==> src/rtl/multdiv_pkg.sv <==
// multdiv_pkg: FSM state encoding and default exception constants for multdiv_issue_ctrl
package multdiv_pkg;
    typedef enum logic [1:0] {IDLE = 2'd0, START = 2'd1, WAIT = 2'd2, DONE = 2'd3} md_state_t;
    localparam int          DEF_TIMEOUT_CYCLES = 40;
    localparam logic [4:0]  DEF_EXC_REG        = 5'd30;
    localparam logic [31:0] DEF_RSTATUS_MULT   = 32'd4;
    localparam logic [31:0] DEF_RSTATUS_DIV    = 32'd5;
endpackage

==> src/rtl/multdiv_issue_ctrl_if.sv <==
// multdiv_issue_ctrl_if: execute-stage request, multdiv unit bus, stall and writeback beat; master=controller, slave=pipeline/unit side
interface multdiv_issue_ctrl_if;
    logic        ex_valid, ex_is_mult, ex_is_div, flush;
    logic [4:0]  ex_rd;
    logic [31:0] ex_opA, ex_opB;
    logic [31:0] md_operandA, md_operandB, md_result;
    logic        md_ctrl_MULT, md_ctrl_DIV, md_exception, md_resultRDY;
    logic        stall, wb_valid;
    logic [4:0]  wb_rd;
    logic [31:0] wb_data;
    modport master(
        input  ex_valid, ex_is_mult, ex_is_div, ex_rd, ex_opA, ex_opB, flush, md_result, md_exception, md_resultRDY,
        output md_operandA, md_operandB, md_ctrl_MULT, md_ctrl_DIV, stall, wb_valid, wb_rd, wb_data
    );
    modport slave(
        output ex_valid, ex_is_mult, ex_is_div, ex_rd, ex_opA, ex_opB, flush, md_result, md_exception, md_resultRDY,
        input  md_operandA, md_operandB, md_ctrl_MULT, md_ctrl_DIV, stall, wb_valid, wb_rd, wb_data
    );
endinterface

==> src/rtl/md_timeout_counter.sv <==
// md_timeout_counter: 6-bit wait counter with sync clear, enable and terminal-count flag at LIMIT-1; ports clock, reset, clr, en -> tc
module md_timeout_counter #(parameter int LIMIT = 40) (
    input  logic clock,
    input  logic reset,
    input  logic clr,
    input  logic en,
    output logic tc
);
    logic [5:0] cnt;
    always_ff @(posedge clock)
        cnt <= (reset || clr) ? '0 : en ? cnt + 6'd1 : cnt;
    assign tc = cnt == 6'(LIMIT - 1);
endmodule

==> src/rtl/multdiv_issue_ctrl.sv <==
// multdiv_issue_ctrl: issues one mult/div to the multdiv unit, stalls until ready or timeout, then emits one writeback beat; ports clock, reset, bus (multdiv_issue_ctrl_if.master)
module multdiv_issue_ctrl
    import multdiv_pkg::*;
#(
    parameter int          TIMEOUT_CYCLES = DEF_TIMEOUT_CYCLES,
    parameter logic [4:0]  EXC_REG        = DEF_EXC_REG,
    parameter logic [31:0] RSTATUS_MULT   = DEF_RSTATUS_MULT,
    parameter logic [31:0] RSTATUS_DIV    = DEF_RSTATUS_DIV
) (
    input logic                   clock,
    input logic                   reset,
    multdiv_issue_ctrl_if.master  bus
);
    md_state_t   state, state_nx;
    logic [31:0] op_a, op_b, res_q;
    logic [4:0]  rd_q;
    logic        is_div_q, exc_q, accept, tc;
    assign accept = bus.ex_valid && (bus.ex_is_mult || bus.ex_is_div) && !bus.flush;
    md_timeout_counter #(.LIMIT(TIMEOUT_CYCLES)) u_timeout (
        .clock (clock),
        .reset (reset),
        .clr   (state != WAIT),
        .en    (state == WAIT),
        .tc    (tc)
    );
    always_comb begin
        state_nx         = IDLE;
        bus.md_operandA  = op_a;
        bus.md_operandB  = op_b;
        bus.md_ctrl_MULT = state == START && !is_div_q;
        bus.md_ctrl_DIV  = state == START && is_div_q;
        bus.stall        = state == START || state == WAIT || (state == IDLE && accept);
        bus.wb_valid     = state == DONE && !bus.flush && (exc_q || rd_q != '0);
        bus.wb_rd        = state != DONE ? '0 : exc_q ? EXC_REG : rd_q;
        bus.wb_data      = state != DONE ? '0 : exc_q ? (is_div_q ? RSTATUS_DIV : RSTATUS_MULT) : res_q;
        if (!bus.flush)
            case (state)
                IDLE:    state_nx = accept ? START : IDLE;
                START:   state_nx = WAIT;
                WAIT:    state_nx = (bus.md_resultRDY || tc) ? DONE : WAIT;
                default: state_nx = IDLE;
            endcase
    end
    always_ff @(posedge clock) begin
        if (reset) begin
            state    <= IDLE;
            op_a     <= '0;
            op_b     <= '0;
            res_q    <= '0;
            rd_q     <= '0;
            is_div_q <= 1'b0;
            exc_q    <= 1'b0;
        end else begin
            state <= state_nx;
            if (state == IDLE && accept) begin
                op_a     <= bus.ex_opA;
                op_b     <= bus.ex_opB;
                rd_q     <= bus.ex_rd;
                is_div_q <= !bus.ex_is_mult;
                exc_q    <= 1'b0;
            end
            if (state == WAIT && !bus.flush) begin
                if (bus.md_resultRDY) begin
                    res_q <= bus.md_result;
                    exc_q <= bus.md_exception;
                end else if (tc)
                    exc_q <= 1'b1;
            end
        end
    end
endmodule

==> src/flat_wrapper.sv <==
// flat-port wrapper written by rule: the top's interface ports become plain ports
module multdiv_issue_ctrl_flat import multdiv_pkg::*;
#(
    parameter int          TIMEOUT_CYCLES = DEF_TIMEOUT_CYCLES,
    parameter logic [4:0]  EXC_REG        = DEF_EXC_REG,
    parameter logic [31:0] RSTATUS_MULT   = DEF_RSTATUS_MULT,
    parameter logic [31:0] RSTATUS_DIV    = DEF_RSTATUS_DIV
)
  (clock, reset, bus_ex_valid, bus_ex_is_mult, bus_ex_is_div, bus_ex_rd, bus_ex_opA, bus_ex_opB, bus_flush, bus_md_result, bus_md_exception, bus_md_resultRDY, bus_md_operandA, bus_md_operandB, bus_md_ctrl_MULT, bus_md_ctrl_DIV, bus_stall, bus_wb_valid, bus_wb_rd, bus_wb_data);
  multdiv_issue_ctrl_if bus_i ();
  input logic clock;
  input logic reset;
  input wire logic [$bits(bus_i.ex_valid)-1:0] bus_ex_valid;
  input wire logic [$bits(bus_i.ex_is_mult)-1:0] bus_ex_is_mult;
  input wire logic [$bits(bus_i.ex_is_div)-1:0] bus_ex_is_div;
  input wire logic [$bits(bus_i.ex_rd)-1:0] bus_ex_rd;
  input wire logic [$bits(bus_i.ex_opA)-1:0] bus_ex_opA;
  input wire logic [$bits(bus_i.ex_opB)-1:0] bus_ex_opB;
  input wire logic [$bits(bus_i.flush)-1:0] bus_flush;
  input wire logic [$bits(bus_i.md_result)-1:0] bus_md_result;
  input wire logic [$bits(bus_i.md_exception)-1:0] bus_md_exception;
  input wire logic [$bits(bus_i.md_resultRDY)-1:0] bus_md_resultRDY;
  output wire logic [$bits(bus_i.md_operandA)-1:0] bus_md_operandA;
  output wire logic [$bits(bus_i.md_operandB)-1:0] bus_md_operandB;
  output wire logic [$bits(bus_i.md_ctrl_MULT)-1:0] bus_md_ctrl_MULT;
  output wire logic [$bits(bus_i.md_ctrl_DIV)-1:0] bus_md_ctrl_DIV;
  output wire logic [$bits(bus_i.stall)-1:0] bus_stall;
  output wire logic [$bits(bus_i.wb_valid)-1:0] bus_wb_valid;
  output wire logic [$bits(bus_i.wb_rd)-1:0] bus_wb_rd;
  output wire logic [$bits(bus_i.wb_data)-1:0] bus_wb_data;
  assign bus_i.ex_valid = bus_ex_valid;
  assign bus_i.ex_is_mult = bus_ex_is_mult;
  assign bus_i.ex_is_div = bus_ex_is_div;
  assign bus_i.ex_rd = bus_ex_rd;
  assign bus_i.ex_opA = bus_ex_opA;
  assign bus_i.ex_opB = bus_ex_opB;
  assign bus_i.flush = bus_flush;
  assign bus_i.md_result = bus_md_result;
  assign bus_i.md_exception = bus_md_exception;
  assign bus_i.md_resultRDY = bus_md_resultRDY;
  assign bus_md_operandA = bus_i.md_operandA;
  assign bus_md_operandB = bus_i.md_operandB;
  assign bus_md_ctrl_MULT = bus_i.md_ctrl_MULT;
  assign bus_md_ctrl_DIV = bus_i.md_ctrl_DIV;
  assign bus_stall = bus_i.stall;
  assign bus_wb_valid = bus_i.wb_valid;
  assign bus_wb_rd = bus_i.wb_rd;
  assign bus_wb_data = bus_i.wb_data;
  multdiv_issue_ctrl #(.TIMEOUT_CYCLES(TIMEOUT_CYCLES), .EXC_REG(EXC_REG), .RSTATUS_MULT(RSTATUS_MULT), .RSTATUS_DIV(RSTATUS_DIV)) u_core (.clock(clock), .reset(reset), .bus(bus_i));
endmodule
==> config.mk <==
export PLATFORM = sky130hd
export DESIGN_NAME = multdiv_issue_ctrl_flat
export DESIGN_NICKNAME = d
export VERILOG_FILES = /design/src/rtl/multdiv_pkg.sv /design/src/rtl/multdiv_issue_ctrl_if.sv /design/src/rtl/md_timeout_counter.sv /design/src/rtl/multdiv_issue_ctrl.sv /design/src/flat_wrapper.sv
export SDC_FILE = /design/constraint.sdc
export NUM_CORES = 1
export LEC_CHECK = 0
export BUFFER_PORTS_ARGS = -buffer_cell sky130_fd_sc_hd__clkbuf_2
export CAP_MARGIN = 20
export CORE_UTILIZATION = 25
export DETAILED_ROUTE_END_ITERATION = 7
export PLACE_DENSITY = 0.51
export SLEW_MARGIN = 20
export SYNTH_ARGS = -nofsm -noshare
export SYNTH_HDL_FRONTEND = slang
export SYNTH_SLANG_ARGS = --single-unit
==> constraint.sdc <==
create_clock -name clock -period 1.9 [get_ports clock]
set_clock_uncertainty 0.1 [all_clocks]
set_input_delay 0.19 -clock clock [delete_from_list [all_inputs] [get_ports clock]]
set_output_delay 0.19 -clock clock [all_outputs]
set_load 0.02 [all_outputs]
==> reports/qor.txt <==
FMAX: 523.5 MHz
P&R area growth vs syn: 67.29%
Crit path kind: reg2out
Sum Neg Setup Slack: -0.01271 ns
N_diodes: 0
Clock power share: 37.2%
Critical Path Max Stage Delay: 0.38 ns
Part of the power in combinational logic: 14.5%
Yosys reg bits: 111
Seq/Total Area, Yosys: 49.57%
Rel. slew slack: 74.19%
Root buffer cell: clkbuf_16
GRT busiest layer: met2
Worst-path cell chain: ha_4 -> nor2b_4 -> clkbuf_16 -> and2_1 -> buf_6
Yosys cell types: 30
Worst Path Arrival: 1.62 ns
Die width: 135.9 µm
Detailed Place HPWL: 9689 µm
Final setup margin: -0.01035 ns
Sw Share: 26.45%
RSZ-0062 raised after global routing: yes
Register share of total power: 48.3%
Max VDD drop: 0.3950 mV
Vias in the first global route: 4766
Critical path's slowest cell: dfxtp_4
Crit path launch type: flip-flop
Syn nets: 673
Clk sinks: 111
Status: finished, violations left
Met2 Track Usage GR: 26.56%
Final Cycle Share: 100.5%
Largest net degree at the start of global routing: 54
Initial antenna violation count: 0
DR vias/cell: 4.639
Worst Path Required: 1.61 ns
Skew-Pair Late Insertion Delay: 0.35 ns
Top FF cell, synth: dfxtp_1
First-pass GRT wire length: 24160 µm
Die Ht: 135.9 µm
GRT Util Overall: 16.46%
Post-synth EDFFs: 0
Hold Slack: -0.005804 ns
Grt met1 use: 21.40%
Crit-path leading delay family: simple AND/OR/NAND/NOR gates
Internal: 3.695 mW
Hold/Removal Path Class: in2reg
Mapped Area: 0.004483 mm²
Worst-margin pin slew: 0.3871 ns
Final wirelength: 15670 µm
Pleak: 3.103 nW
IO Count: 214
P_sw: 1.329 mW
# DRC: 0
# setup viols final: 2
Syn. warnings: 0
Max Cap Violations: 0
Failing checks: negative hold slack, negative setup slack
WP buf/inv: 2
Fin. Hold Viols: 1
Layout cells sized above 1: 32.59%
CP max FO: 15
Drt initial violations: 159
Post-synth ARST share: 0%
Register area: 0.002231 mm²
Area of the multi-input gates: 0.002107 mm²
Total congestion overflow: 0
Syn Area/Cell: 8.034 µm²
PortBufs: 213
Core area: 0.01742 mm²
H-tree depth: 3
Starting Density: 25.74%
Fin. max-slew vios: 0
Met3 Track Usage GR: 3.952%
Crit path time final: 1.910 ns
Synthesized instance count: 558
Cell Pwr Density: 669.8 mW/mm²
Max Buffers Root-to-Sink: 2
CP endpoint kind: output pin
Row count: 48
Routability cong.: 0.7204
Number of routed nets with antenna violations: 0
CTS Buf Count: 9
Nets@finish: 966
Worst-path clk slew: 0.08 ns
Total number of vias: 5015
WL/cell: 14.49 µm
Die area: 0.01847 mm²
First-pass detailed-route iteration total: 4
Fillers: 1737
CTS tree: built
Core Util, Final: 43.06%
==> Yosys cell counts (2+ instances only) <==
cell,instances,area share [%]
nand2_1,70,5.9
or4_1,2,0.33
nor2b_1,3,0.42
dfxtp_1,111,50
ha_1,6,1.7
nand2b_1,2,0.28
inv_1,3,0.25
o21a_1,5,0.84
o21ai_0,70,7.8
nand3_1,71,7.9
a21oi_1,104,12
clkbuf_1,34,2.8
xor2_1,2,0.39
nand3b_1,2,0.33
or3_1,2,0.28
and2_1,32,4.5
buf_2,18,2.0
and3b_1,2,0.39
nor2_1,7,0.59
nor3b_1,2,0.33
==> metrics by stage <==
stage | worst slack [ns] | hold slack (ns) | cells | power [mW] | cell area [µm²]
final | -0.01035 | -0.005804 | 1081 | 5.023 | 7500
after global placement | 0.2623 | 0.3172 | 960 | 3.036 | 5857
after global routing | -0.07816 | 0.01902 | 1081 | 5.270 | 7500
after CTS | -0.01935 | 0.0002383 | 1077 | 5.113 | 7183
after floorplan | 0.3122 | 0.1661 | 558 | 2.757 | 4483
after detailed placement | 0.2185 | 0.3219 | 960 | 3.033 | 5857
==> worst paths after layout <==
path / slack, ns / depth (start not counted) / startpoint / endpoint
setup reg to reg: 0.16 / 7 / u_core.state[0] / u_core.is_div_q
hold / removal: -0.006 / 3 / bus_ex_rd[1] / u_core.rd_q[1]
setup / recovery: -0.01 / 5 / u_core.state[0] / bus_wb_data[6]
hold reg to reg: 0.35 / 2 / u_core.res_q[16] / u_core.res_q[16]
==> layer usage <==
| metal | share of wire, % | wire length (µm) | vias to the layer above |
|---|---|---|---|
| met3 | 6.3 | 993 | 19 |
| met5 | 0 | 0 | - |
| li1 | - | - | 2492 |
| met4 | 1.7 | 265 | 0 |
| met2 | 47 | 7386 | 167 |
| met1 | 45 | 7021 | 2337 |
==> power by group through the flow <==
stage / Clock (mW) / Combinational, mW / Sequential, mW
after floorplan: 0 / 0.208 / 2.55
after global placement: 0 / 0.556 / 2.48
after detailed placement: 0 / 0.552 / 2.48
after CTS: 1.96 / 0.723 / 2.43
after global routing: 2.04 / 0.796 / 2.44
final: 1.87 / 0.729 / 2.43
==> cell usage in the layout (no fill, tap or decap), types with 3 or more instances in the layout <==
| cell type | instances |
|---|---|
| clkbuf_2 | 179 |
| dfxtp_1 | 108 |
| a21oi_1 | 104 |
| dlygate4sd3_1 | 101 |
| nand3_1 | 71 |
| o21ai_0 | 70 |
| nand2_1 | 69 |
| buf_6 | 30 |
| and2_4 | 16 |
| and2_1 | 16 |
| buf_4 | 13 |
| clkbuf_16 | 11 |
| buf_12 | 9 |
| nor2_1 | 7 |
| o21a_1 | 5 |
| ha_1 | 4 |
| inv_1 | 3 |
==> logic make-up after synthesis <==
logic type / Yosys count / share of synthesized area, %
xor gates and xnor gates: 3 / 0.5862
adders and majority gates: 6 / 1.675
and+or+nand+nor: 199 / 21.83
buffers and inverters: 56 / 5.219
AOI/OAI and AO/OA: 182 / 20.90
muxes: 1 / 0.2233
DFF: 111 / 49.57
==> worst reg2reg max path, cell delays in order, from the launching register on <==
cell      delay (ns)
dfxtp_4         0.37
inv_1           0.08
ha_2            0.17
and3b_2         0.21
buf_4           0.11
buf_4           0.30
a21oi_1         0.12
a211oi_1        0.20
==> repair_timing <==
| action | CTS | global route |
|---|---|---|
| pin swaps | 0 | 9 |
| hold buffers | 101 | 0 |
| gates resized for setup | 9 | 115 |
| gates cloned | 0 | 2 |
| hold endpoints to repair | 101 | 0 |
| setup buffers | 0 | 2 |
| endpoints found under the setup margin | 33 | 33 |
==> final cells by class <==
class / instances / share of cell area, %
Timing Repair Buffer: 335 / 34.37
Sequential cell: 111 / 29.75
Multi-Input combinational cell: 391 / 28.09
Tap cell: 225 / 3.754
Clock buffer: 10 / 3.187
Clock inverter: 6 / 0.7007
Inverter: 3 / 0.1502
==> flip-flops by register name (all words and copies together) (netlist names) <==
signal and flops:
u_core.bus.md_operandA 32, u_core.bus.md_operandB 32, u_core.exc_q 1, u_core.is_div_q 1
u_core.rd_q 5, u_core.res_q 32, u_core.state 2, u_core.u_timeout.cnt 6
Note: power is estimated with default switching activity, not from simulation.
